--- config.mk ---
export PLATFORM = sky130hd
export DESIGN_NAME = train_mover
export DESIGN_NICKNAME = d
export VERILOG_FILES = /design/src/rtl/trainsim_pkg.sv /design/src/rtl/train_mover.sv
export SDC_FILE = /design/constraint.sdc
export NUM_CORES = 1
export LEC_CHECK = 0
export ABC_AREA = 1
export CORE_AREA = 10 10 47 49
export CTS_BUF_LIST = sky130_fd_sc_hd__clkbuf_2
export DETAILED_ROUTE_END_ITERATION = 8
export DIE_AREA = 0 0 57 59
export DONT_BUFFER_PORTS = 1
export PLACE_DENSITY = 0.52
export SETUP_SLACK_MARGIN = 0.3
export SYNTH_ARGS = -nofsm -noshare
export SYNTH_HDL_FRONTEND = slang
export SYNTH_SLANG_ARGS = --single-unit
--- constraint.sdc ---
create_clock -name clk -period 1.5 [get_ports clk]
set_input_delay 0.15 -clock clk [delete_from_list [all_inputs] [get_ports clk]]
set_output_delay 0.15 -clock clk [all_outputs]
set_load 0.02 [all_outputs]
--- src/rtl/trainsim_pkg.sv ---
// Shared track-model definitions: motor encodings, sensor bit map, switch routes
// and default layout parameters used by the track model and its controller.
package trainsim_pkg;

   localparam logic [1:0] DIR_STOP = 2'b00;
   localparam logic [1:0] DIR_FWD  = 2'b01;
   localparam logic [1:0] DIR_REV  = 2'b10;

   localparam int SENS_A_APP  = 0;
   localparam int SENS_B_APP  = 1;
   localparam int SENS_B_EXIT = 2;
   localparam int SENS_A_EXIT = 3;
   localparam int SENS_SPARE  = 4;
   localparam int SENS_W      = 5;

   localparam int DEF_LOOP_LEN = 16;
   localparam int DEF_SH_START = 4;
   localparam int DEF_SH_END   = 7;
   localparam int DEF_TICK_DIV = 4;
   localparam int DEF_A_INIT   = 0;
   localparam int DEF_B_INIT   = 10;

   typedef enum logic [1:0] {
      ROUTE_NONE = 2'b00,
      ROUTE_A    = 2'b01,
      ROUTE_B    = 2'b10
   } route_e;

   function automatic logic in_range(input int p, input int lo, input int hi);
      return (p >= lo) && (p <= hi);
   endfunction

endpackage

--- src/rtl/train_mover.sv ---
// One train: position register with loop wrap, shared-segment entry check and
// a sticky derail flag that freezes the train until reset.
module train_mover
   import trainsim_pkg::*;
#(
   parameter int LOOP_LEN = DEF_LOOP_LEN,
   parameter int SH_START = DEF_SH_START,
   parameter int SH_END   = DEF_SH_END,
   parameter int INIT     = 0,
   parameter int PW       = $clog2(LOOP_LEN)
) (
   input  logic          clk,
   input  logic          rst,
   input  logic          i_step,
   input  logic [1:0]    i_dir,
   input  logic          i_route_ok,
   output logic [PW-1:0] o_pos,
   output logic [PW-1:0] o_pos_nxt,
   output logic          o_derail
);

   // The two cells just outside the shared segment, wrapped onto the loop.
   localparam int APP_POS  = (SH_START + LOOP_LEN - 1) % LOOP_LEN;
   localparam int EXIT_POS = (SH_END + 1) % LOOP_LEN;

   logic [PW-1:0] r_pos;
   logic          r_derail;
   logic [PW-1:0] w_fwd;
   logic [PW-1:0] w_rev;
   logic [PW-1:0] w_pos_nxt;
   logic          w_derail_nxt;

   always_comb begin
      w_fwd        = (r_pos == PW'(LOOP_LEN - 1)) ? '0 : r_pos + PW'(1);
      w_rev        = (r_pos == '0) ? PW'(LOOP_LEN - 1) : r_pos - PW'(1);
      w_pos_nxt    = r_pos;
      w_derail_nxt = r_derail;
      if (i_step && !r_derail) begin
         case (i_dir)
            DIR_FWD: begin
               if (r_pos == PW'(APP_POS) && !i_route_ok) w_derail_nxt = 1'b1;
               else                                      w_pos_nxt    = w_fwd;
            end
            DIR_REV: begin
               if (r_pos == PW'(EXIT_POS) && !i_route_ok) w_derail_nxt = 1'b1;
               else                                       w_pos_nxt    = w_rev;
            end
            default: ;
         endcase
      end
   end

   always_ff @(posedge clk or posedge rst) begin
      if (rst) begin
         r_pos    <= PW'(INIT);
         r_derail <= 1'b0;
      end else begin
         r_pos    <= w_pos_nxt;
         r_derail <= w_derail_nxt;
      end
   end

   assign o_pos     = r_pos;
   assign o_pos_nxt = w_pos_nxt;
   assign o_derail  = r_derail;

endmodule

==> flow_metrics.py <==
metrics = {
    "setup_path": {
        "critical_path_arrival_ns": 1.55,
        "worstSetupStartpointType": "register",
        "cp_slowest_cell": "dfrtp_2",
        "critical_path.cell_chain": "buf_4 > ha_2 > nand3_2 > o21ai_2 > o21ai_0 > nand2_2",
        "worstPathRequired_ns": 1.35,
        "path_max_fanout": 3,
        "setup.reg_to_reg.worst_slack_ns": 0.02,
        "cpPeakStageDelay_ns": 0.43,
        "path_class": "register to output port",
        "critical_path.endpoint_type": "output port",
    },
    "status": {
        "violations_in_the_final_reports": "setup timing",
        "outcome": "complete, but fails checks",
    },
    "floorplan": {
        "placementRows": 14,
        "core_sq_um": 1400,
        "floorplan.die_area_sq_um": 3360,
        "fp.dieH_um": 59,
        "num_io_pins": 15,
        "die_w_um": 57,
        "initial_core_util": 0.358,
    },
    "global_routing": {
        "globalRouteTotalUtil": 0.0742,
        "grt-ovfl-total": 0,
        "grt_max_degree": 9,
        "wire_length_of_the_first_global_routing_pass_um": 2070,
        "grt_antenna_before_repair": 0,
        "number_of_global_route_vias_before_repair": 519,
    },
    "clock_network": {
        "cts_tree": "done",
        "clock_path_buffers": 2,
        "ctsRootBufferMaster": "clkbuf_2",
        "cts_sinks": 5,
        "cts-buffers-inserted": 3,
        "clock_insertion_delay_worst_skew_ns": 0.22,
        "clock_tree.htree_level_count": 1,
        "clkSlewWorstSetupHoldPaths_ns": 0.06,
    },
    "sta": {
        "finalWorstPathRequiredPeriod_ns": 1.70,
        "tns_ns": -0.685,
        "final-setup-viol-count": 4,
        "rsz0062_at_grt": "true",
        "setup_slack_ns": -0.200,
        "maxSlewHeadroom": 0.785,
        "report.final.hold_viol_count": 0,
        "min_period_over_period": 1.13,
        "timing_max_transition_violations_final": 0,
        "finalClockSkew_ns": 0.00382,
        "fmax_mhz": 588,
        "tightest_slew_ns": 0.322,
    },
    "yosys": {
        "post_synth_and_or_nand_nor_area_fraction": 0.367,
        "synth.mux.area_fraction": 0,
        "synthesis.area_per_instance_sq_um": 6.78,
        "synth-edff-count": 0,
        "netlist_area_sq_um": 502,
        "post_synthesis_share_of_cell_area_spent_on_xor_and_xnor_gates": 0.0349,
        "ys.flop_type": "dfrtp_1",
        "synth.lib_cells_used.distinct": 20,
        "synthCells": 74,
        "proportion_of_register_bits_with_asynchronous_set_or_reset_after_synthesis": 1.00,
        "synth_adder_area_share": 0.125,
        "combinational_family_with_the_most_area_after_synthesis": "simple AND/OR/NAND/NOR gates",
        "synth_compound_gate_area_share": 0.0823,
        "synth-seq-area-share": 0.249,
        "ys_ff_latch": 5,
        "ys.warnings.count": 0,
        "mappedNetlistNets": 85,
    },
    "placement": {
        "gp_congestion": 0.831,
        "hpwl_um": 1040,
        "placed_cells_incl_taps": 96,
        "placement.io_buffers": 0,
    },
    "power": {
        "power_density_nw_per_um2": 403,
        "vdd_drop_max_mv": 0.540,
        "finalPower_mw": 0.287,
        "power.leakage_nw": 0.327,
    },
    "finish": {
        "final_cell_count_no_fill": 105,
        "register_area_sq_um": 129,
        "multi_input_area_sq_um": 383,
        "fillerInstances": 146,
        "final_layout_size_suffix_gt1_frac": 0.494,
        "final_core_utilization": 0.508,
        "area_growth_syn_to_layout_pct": 41.9,
        "layout.nets": 101,
        "num_antenna_cells": 0,
    },
    "job": {
        "drv.max_cap_violation_count": 0,
    },
    "drt": {
        "detail_route.wirelength_um": 1320,
        "route.antenna.remaining_nets": 0,
        "route.detailed.vias_per_inst": 5.04,
        "routedWlPerCell_um": 12.5,
        "via_count": 529,
        "number_of_drc_markers_after_the_initial_detailed_route_iteration": 16,
        "detailedRoute.firstPassIterationCount": 5,
        "drc_errors": 0,
    },
    "min_path": {
        "timing.hold.worst.class": "input port to register",
    },
}
[final timing paths]
kind / startpoint / to / depth (start not counted)
max: o_pos[0] / o_pos_nxt[0] / 6
min: i_step / o_derail / 2
max reg2reg: o_pos[0] / o_pos[0] / 6
min reg2reg: o_derail / o_derail / 2
max in group asynchronous: rst / o_pos[1] / 2
min in group asynchronous: rst / o_pos[3] / 2
[metrics by stage]
step / worst slack [ns] / area [sq um] / hold slack (ns)
2_1_floorplan: 0.0766 / 559 / -0.0716
3_3_place_gp: 0.0384 / 621 / -0.0575
3_5_place_dp: 0.0278 / 621 / -0.0553
4_1_cts: -0.177 / 677 / 0.0877
5_1_grt: -0.308 / 712 / 0.103
6_report: -0.200 / 712 / 0.0911
[cell families (layout without fill, tap and decap cells)]
logic type,count (synthesis),count (layout)
flops,5,5
fa+ha+maj,5,5
xor+xnor,2,2
buf+inv,17,32
compound gates,6,6
simple gates,39,39
[critical path, delay by kind of cell, from the launching register on]
family,cells,cell delay (ns)
buffers and inverters,1,0.15
adders and majority gates,1,0.20
AOI/OAI and AO/OA,2,0.29
and+or+nand+nor,2,0.26
DFF,1,0.43
[timing repair]
item	4_1_cts	5_1_grt
hold buffers	1	0
endpoints found under the hold margin	5	0
endpoints found under the setup margin	9	9
pin swaps	5	4
setup buffers	2	2
gates resized for setup	4	5
[where the power goes]
group          switching (mW)  internal [mW]
combinational          0.0176        0.00988
sequential                  0          0.135
clock                  0.0540         0.0706
[metal layers]
layer	wire length, um	share of wire	track usage
met1	523	0.40	0.0792
met2	662	0.50	0.116
met3	119	0.090	0.0451
met4	9	0.0068	0.0302
met5	0	0	0
[layout by cell type (no fill, tap or decap), types with 2 or more instances in the layout]
master    Yosys  layout
nor2_2        1       4
inv_4         0       3
inv_2         1       2
nor2_1        8       4
dfrtp_2       0       3
nand2_2       1       3
o21ai_2       2       4
nand3_2       1       3
nand2_1      14      11
ha_4          0       2
nor2_4        1       2
nand3_1      10       8
buf_4         0      11
ha_1          5       2
dfrtp_1       5       2
inv_1        15      11
clkbuf_2      0       4
nand4_1       2       2
[cells in the mapped netlist, types with 2 or more instances]
cell	count	area, sq um
inv_1	15	56.3
nand2_1	14	52.6
nand3_1	10	50.1
nor2_1	8	30.0
dfrtp_1	5	125
ha_1	5	62.6
nand4_1	2	12.5
o21ai_0	2	10.0
o21ai_2	2	17.5
[registers in the layout, indices dropped and copies added, names as in the netlist]
| name | cells |
|---|---|
| o_derail | 1 |
| o_pos | 4 |
[cell type report]
| type | instances | share of cell area |
|---|---|---|
| clock buffers | 4 | 0.0281 |
| inverters | 16 | 0.0949 |
| multi-input cells | 52 | 0.538 |
| flip-flops and latches | 5 | 0.181 |
| well taps | 16 | 0.0281 |
| repair buffers | 12 | 0.130 |
Note: power is estimated with default switching activity, not from simulation.
